**config.mk**
```make
export PLATFORM = sky130hd
export DESIGN_NAME = dual_inst_queue
export DESIGN_NICKNAME = d
export VERILOG_FILES = /design/src/rtl/dual_inst_queue.sv
export SDC_FILE = /design/constraint.sdc
export NUM_CORES = 1
export LEC_CHECK = 0
export ABC_CLOCK_PERIOD_IN_PS = 6300
export CORE_MARGIN = 2
export CORE_UTILIZATION = 35
export CTS_CLUSTER_DIAMETER = 200
export DETAILED_ROUTE_END_ITERATION = 12
export PLACE_DENSITY = 0.51
export SYNTH_ARGS = -nofsm -noshare
export SYNTH_HDL_FRONTEND = slang
export SYNTH_SLANG_ARGS = --single-unit
```
**constraint.sdc**
```tcl
create_clock -name clk -period 6.3 [get_ports clk]
set_input_delay 0.63 -clock clk [delete_from_list [all_inputs] [get_ports clk]]
set_output_delay 0.63 -clock clk [all_outputs]
set_load 0.02 [all_outputs]
```
**src/rtl/dual_inst_queue.sv**
```systemverilog
// dual_inst_queue: in-order instruction buffer between fetch and decode/issue.
// Up to two entries enter per cycle at the tail, and up to two leave per cycle
// from the head. The two oldest entries are presented as the inst1/inst2 pair.
// A jump/mispredict flush empties the queue on the next edge.
module dual_inst_queue #(
  parameter int DEPTH  = 8,
  parameter int ADDR_W = 32,
  parameter int DATA_W = 32
) (
  input  logic                     clk,
  input  logic                     rst_n,
  input  logic                     jump_flag_i,
  input  logic                     push1_valid_i,
  input  logic [ADDR_W-1:0]        push1_addr_i,
  input  logic [DATA_W-1:0]        push1_inst_i,
  input  logic                     push1_is_pred_branch_i,
  input  logic                     push2_valid_i,
  input  logic [ADDR_W-1:0]        push2_addr_i,
  input  logic [DATA_W-1:0]        push2_inst_i,
  input  logic                     push2_is_pred_branch_i,
  output logic                     fetch_ready_o,
  output logic                     inst1_valid_o,
  output logic [ADDR_W-1:0]        inst1_addr_o,
  output logic [DATA_W-1:0]        inst1_o,
  output logic                     inst1_is_pred_branch_o,
  output logic                     inst2_valid_o,
  output logic [ADDR_W-1:0]        inst2_addr_o,
  output logic [DATA_W-1:0]        inst2_o,
  output logic                     inst2_is_pred_branch_o,
  input  logic                     pop1_i,
  input  logic                     pop2_i,
  output logic [$clog2(DEPTH):0]   count_o
);

  localparam int PTR_W = $clog2(DEPTH);
  localparam int CNT_W = PTR_W + 1;
  localparam logic [CNT_W-1:0] READY_MAX = CNT_W'(DEPTH - 2);

  logic [ADDR_W-1:0] r_addr [DEPTH];
  logic [DATA_W-1:0] r_inst [DEPTH];
  logic [DEPTH-1:0]  r_pred;
  logic [PTR_W-1:0]  r_head;
  logic [PTR_W-1:0]  r_tail;
  logic [CNT_W-1:0]  r_count;

  logic              w_ready;
  logic              w_inst1_valid;
  logic              w_inst2_valid;
  logic [1:0]        w_n_push;
  logic [1:0]        w_n_pop;
  logic [PTR_W-1:0]  w_head_p1;
  logic [PTR_W-1:0]  w_tail_p1;

  // Readiness is judged from the registered count only, so a full queue stays
  // not-ready for the cycle even if the consumer is popping at the same time.
  assign w_ready       = (r_count <= READY_MAX);
  assign w_inst1_valid = (r_count != '0);
  assign w_inst2_valid = (r_count >= CNT_W'(2));
  assign w_head_p1     = r_head + PTR_W'(1);
  assign w_tail_p1     = r_tail + PTR_W'(1);

  assign fetch_ready_o = w_ready;
  assign inst1_valid_o = w_inst1_valid;
  assign inst2_valid_o = w_inst2_valid;
  assign count_o       = r_count;

  // Number of entries accepted this cycle; a lone slot-2 push is never taken.
  always_comb begin
    w_n_push = 2'd0;
    if (w_ready && !jump_flag_i && push1_valid_i) begin
      w_n_push = push2_valid_i ? 2'd2 : 2'd1;
    end
  end

  // Number of entries consumed this cycle; pops on absent entries are ignored.
  always_comb begin
    w_n_pop = 2'd0;
    if (pop1_i && w_inst1_valid) begin
      w_n_pop = (pop2_i && w_inst2_valid) ? 2'd2 : 2'd1;
    end
  end

  // Pointer and occupancy bookkeeping; a flush overrides any push or pop.
  always_ff @(posedge clk or negedge rst_n) begin
    if (!rst_n) begin
      r_head  <= '0;
      r_tail  <= '0;
      r_count <= '0;
    end else if (jump_flag_i) begin
      r_head  <= '0;
      r_tail  <= '0;
      r_count <= '0;
    end else begin
      r_head  <= r_head + PTR_W'(w_n_pop);
      r_tail  <= r_tail + PTR_W'(w_n_push);
      r_count <= r_count + CNT_W'(w_n_push) - CNT_W'(w_n_pop);
    end
  end

  // Entry storage: slot 1 lands at the tail, slot 2 right behind it.
  always_ff @(posedge clk) begin
    if (w_n_push != 2'd0) begin
      r_addr[r_tail] <= push1_addr_i;
      r_inst[r_tail] <= push1_inst_i;
      r_pred[r_tail] <= push1_is_pred_branch_i;
    end
    if (w_n_push == 2'd2) begin
      r_addr[w_tail_p1] <= push2_addr_i;
      r_inst[w_tail_p1] <= push2_inst_i;
      r_pred[w_tail_p1] <= push2_is_pred_branch_i;
    end
  end

  // Present the two oldest entries, forcing absent slots to zero.
  always_comb begin
    inst1_addr_o           = '0;
    inst1_o                = '0;
    inst1_is_pred_branch_o = 1'b0;
    inst2_addr_o           = '0;
    inst2_o                = '0;
    inst2_is_pred_branch_o = 1'b0;
    if (w_inst1_valid) begin
      inst1_addr_o           = r_addr[r_head];
      inst1_o                = r_inst[r_head];
      inst1_is_pred_branch_o = r_pred[r_head];
    end
    if (w_inst2_valid) begin
      inst2_addr_o           = r_addr[w_head_p1];
      inst2_o                = r_inst[w_head_p1];
      inst2_is_pred_branch_o = r_pred[w_head_p1];
    end
  end

endmodule

```
Yosys cells after proc, flatten, opt, wreduce, memory -nomap -nowiden
Memories as Yosys holds them, arrays and structs flattened.
Cells that the tools add are included.
{ "word_totals": {"mem_bits_rw": 512, "wordCells": 59, "output_inout_bits": 137, "n_memories": 2, "regBits": 18, "input_bits": 137} }
{ "classes": {"muxes": 29, "eq_ne": 1, "magnitude_cmp": 8, "n_reduce_logical": 9, "add_sub_neg": 6} }
{ "memory_table": {"columns": ["memory", "words", "word_bits", "rd", "rd_clocked_by_memory_dff", "write_ports", "line", "source"], "rows": [
  ["r_addr", 8, 32, 2, 0, 2, "39", "logic [ADDR_W-1:0] r_addr [DEPTH];"],
  ["r_inst", 8, 32, 2, 0, 2, "40", "logic [DATA_W-1:0] r_inst [DEPTH];"]
]} }
{ "op_table": {"columns": ["cell", "n"], "rows": [
  ["32-bit 2-to-1 mux", 4],
  ["8-bit bitwise mux", 2],
  ["3-bit by 4-bit less-than comparator with 1-bit output, second input constant", 4],
  ["8-bit 2-to-1 mux", 2],
  ["1-bit 2-to-1 mux", 10],
  ["2-bit 2-to-1 mux", 4],
  ["3-bit by 1-bit adder with 3-bit output, second input constant", 2],
  ["3-bit by 2-bit adder with 3-bit output", 2],
  ["1-bit binary-select mux with 3-bit select", 2],
  ["1-bit demux with 3-bit select", 2],
  ["3-bit by 1-bit greater-or-equal comparator with 1-bit output, second input constant", 2],
  ["1-bit logical AND", 6],
  ["3-bit 2-to-1 mux", 2],
  ["4-bit by 2-bit adder with 4-bit output", 1],
  ["4-bit by 2-bit greater-or-equal comparator with 1-bit output, second input constant", 1],
  ["4-bit by 3-bit less-or-equal comparator with 1-bit output, second input constant", 1],
  ["4-bit 2-to-1 mux", 1],
  ["4-bit nonzero test", 1],
  ["4-bit by 2-bit subtractor with 4-bit output", 1],
  ["2-bit equality test, second input constant", 1],
  ["2-bit nonzero test", 1],
  ["1-bit zero test", 1]
]} }

Longest topological paths before layout
{ "logic_depth": {"depth_word": 8, "mapped_depth": 16, "mapped_depth_nobuf": 14} }

Worst setup path before layout
Ideal clock, no wire load.
{ "synth_timing": {"path_kind": "reg2reg", "startpoint": "reg r_count[3], in the netlist count_o[3]", "endpoint": "mem r_addr[2][0] (enable)", "stages_incl_launch_ff": 10, "arrival_ns": 6.230, "setup_ns": 0.574, "required_time_ns": 5.726, "synth_period_minus_slack_ns": 6.804, "path_slack_ns": -0.504, "n_path_buf": 2, "path_cell_list": "dfrtp_1 > inv_1 > ha_1 > and3_1 > buf_2 > or2_1 > buf_2 > inv_2 > nand3_1 > o21ai_0"} }
{ "synth_lines": {"columns": ["element", "line", "source"], "rows": [
  ["start: declaration", "44", "logic [CNT_W-1:0] r_count;"],
  ["start signal: assignment", "96", "r_count <= r_count + CNT_W'(w_n_push) - CNT_W'(w_n_pop);"],
  ["end: declaration", "39", null]
]} }

Worst setup path in the final report
{ "layout_timing": {"startpoint": "reg r_head[2]", "endpoint": "out inst2_o[16]"} }
{ "layout_via": {"elab_chain_len": 3} }
{ "layout_rtl": {"columns": ["element", "line", "source"], "rows": [
  ["start: declaration", "42", "logic [PTR_W-1:0] r_head;"],
  ["start signal: assignment", "94", "r_head <= r_head + PTR_W'(w_n_pop);"],
  ["3-bit by 1-bit adder with 3-bit output", "59", "assign w_head_p1 = r_head + PTR_W'(1);"],
  ["memory 8 x 32 bit", null, null],
  ["32-bit 2-to-1 mux", "127", "if (w_inst2_valid) begin"],
  ["end: declaration", "28", "output logic [DATA_W-1:0] inst2_o,"]
]} }
Every way passes these cells.

==> results.cfg <==
[synth]
synth_cell_types = 44
synthArstFlopShare_pct = 1.887
synth_area_leaders = edfxtp_1, mux4_2, mux2_2, mux2_1, mux2i_1
ys_top_cells_by_count = edfxtp_1, mux2_2, mux4_2
synth_edf_count = 512
synth_ff_type = edfxtp_1
ys_seq_elements = 530
yosys_warnings = 0
yosysTopAreaCellShare_pct = 49.78
ys_seq_area_share_pct = 51.10
synth_nets = 2060
yosysMostFrequentCell = edfxtp_1
syn_avg_cell_area_um2 = 16.18
synth_top_area_cell = edfxtp_1
synth_area_mm2 = 0.03089
syn_inst = 1909

[cells_and_area]
final_cells = 3340
seq_area_mm2 = 0.01580
multiInputGateArea_mm2 = 0.01443
fillers = 7868
synthToLayoutAreaGrowth_pct = 19.34
drive_gt1_share_pct = 39.51
layout.nets = 2282

[clock_tree]
post_cts_buffers = 0
clk_latency_ns = 0.63
root_buffer = clkbuf_16
cts_hold_buf = 0
clk_pin_slew_ns = 0.06
cts_buffer_depth = 3
tritoncts = built
post_cts_resized = 0
cts_buffers = 61
clock-sinks = 530
h-tree-depth = 2

[placement]
place_inst = 3223
port_buffers = 273
hpwl_um = 57630
dp_slack_ns = 2.030
gp_congestion = 0.7510

[setup_path]
r2r-start = count_o[2]
reg2reg_slack_ns = 2.09
end_kind = output port
worstSetupEndpoint = inst2_o[16]
crit_type = reg2out
cp-start-kind = flip-flop
r2r-end = r_addr[7][19]
crit_required_ns = 5.67
ff2ff_path_depth = 7
path_max_fanout = 40
crit_path_start = r_head[2]
worstPathArrival_ns = 4.14

[power]
power_density_mw_per_mm2 = 402.1
total_power_mw = 14.82
power.leakage_nw = 11.40
ir_worst_vdd_mv = 0.3543

[floorplan]
die_w_um = 301.1
initial_core_util_pct = 35.44
io_pins = 274
coreArea_mm2 = 0.08716
die_h_um = 301.1
die_area_mm2 = 0.09065
rows = 108

[grt]
grt_pass1_vias = 20470
grt_max_degree = 66
grt-ovfl-total = 0
grt_usage_pct = 22.17
grt_first_pass_wirelength_um = 145600
antenna_found_initial = 17

[route]
route.detailed.drc = 0
drt.antenna.violating_nets = 0
drt_pre_antenna_iters = 5
drt_iter0_drc = 1481
routedWlPerCell_um = 30.39
via_count = 19340
viasPerCell = 5.791
routed_wirelength_um = 101500

[sta]
max_freq_ghz = 0.2096
setup_tns_ns = 0
worst_pin_slew_ns = 1.145
rsz0062_at_grt = no
maxSlewViolCount = 0
fin_crit_sh_pct = 75.75
hold_viol_final = 0
setup_viol = 0
finalWorstSetupSlack_ns = 1.528
whs_ns = 0.3457
final.min_clock_period_ns = 4.772
max-slew-margin-rel_pct = 23.67
clock_skew_ns = 0.01342

[flow_run]
drv_cap = 0

[outcome]
status = completed

[worst_hold_path]
min-delay-path-class = in2async
[routing by layer]
metal	routed length [um]	track usage (%)	vias up
met5	127	0	-
met4	2134	5.224	20
met3	5568	3.616	143
met2	50370	37.45	609
met1	43290	29.92	10400
li1	-	-	8165
[worst max-delay path: stages, from the launching register on]
cell and delay, ns:
dfrtp_4 1.19, xor2_4 0.94, buf_12 0.31, nand2_1 0.07, a21oi_1 0.29, clkdlybuf4s50_1 0.67
[worst min path at each step]
stage | start | to | slack [ns] | depth (start not counted)
final | rst_n | count_o[2] | 0.35 | 1
after floorplan | rst_n | count_o[0] | 0.33 | 0
after detailed placement | r_pred[0] | r_pred[0] | 0.62 | 3
after global placement | r_pred[7] | r_pred[7] | 0.61 | 3
after CTS | rst_n | count_o[2] | 0.32 | 1
after global routing | rst_n | count_o[2] | 0.36 | 1
[registers in the layout, summed over array words and instances, names as in the netlist]
name / cells
r_addr: 256
r_inst: 256
r_pred: 8
count_o: 4
r_head: 3
r_tail: 3
[power breakdown]
part	internal [mW]	switching (mW)	leakage [nW]
Sequential	4.04	0.177	4.82
Combinational	3.34	3.80	5.65
Clock	2.00	1.47	0.936
Total	9.38	5.44	11.4
[area by class of cell]
class,count,area share [%]
well taps,1155,3.920
flip-flops and latches,530,42.85
multi-input cells,1201,39.13
inverters,16,0.1629
clock buffers,74,4.273
repair buffers,321,8.764
clock inverters,37,0.8553
diodes,6,0.04073
[cells by family after synthesis]
family                   share of synthesized area [%]
multiplexers                                     40.02
AO/OA/AOI/OAI                                    1.738
flip-flops                                       51.10
buffers and inverters                            2.852
XOR/XNOR                                        0.2268
adder cells (fa/ha/maj)                         0.6643
AND/OR/NAND/NOR                                  3.395
[through the flow]
stage	cell area [um2]	utilization, %
after detailed placement	34960	40.11
final	36860	42.29
after CTS	36850	42.28
after floorplan	30890	-
after global placement	34960	40.11
after global routing	36860	42.29
[layout by cell type, fill, tap and decap left out, drive strengths merged, types with 7 or more instances in the layout]
cell / netlist / routed
o31ai: 8 / 8
o21bai: 7 / 7
clkdlybuf4s50: 0 / 273
inv: 16 / 16
clkinv: 0 / 31
dfxtp: 8 / 8
a21oi: 66 / 66
dfrtp: 10 / 10
nor2: 72 / 72
mux2i: 65 / 65
clkbuf: 55 / 74
nand2: 136 / 136
mux4: 260 / 260
o41ai: 8 / 8
buf: 107 / 48
mux2: 520 / 520
ha: 10 / 10
edfxtp: 512 / 512
(Power assumes the default switching activity.)
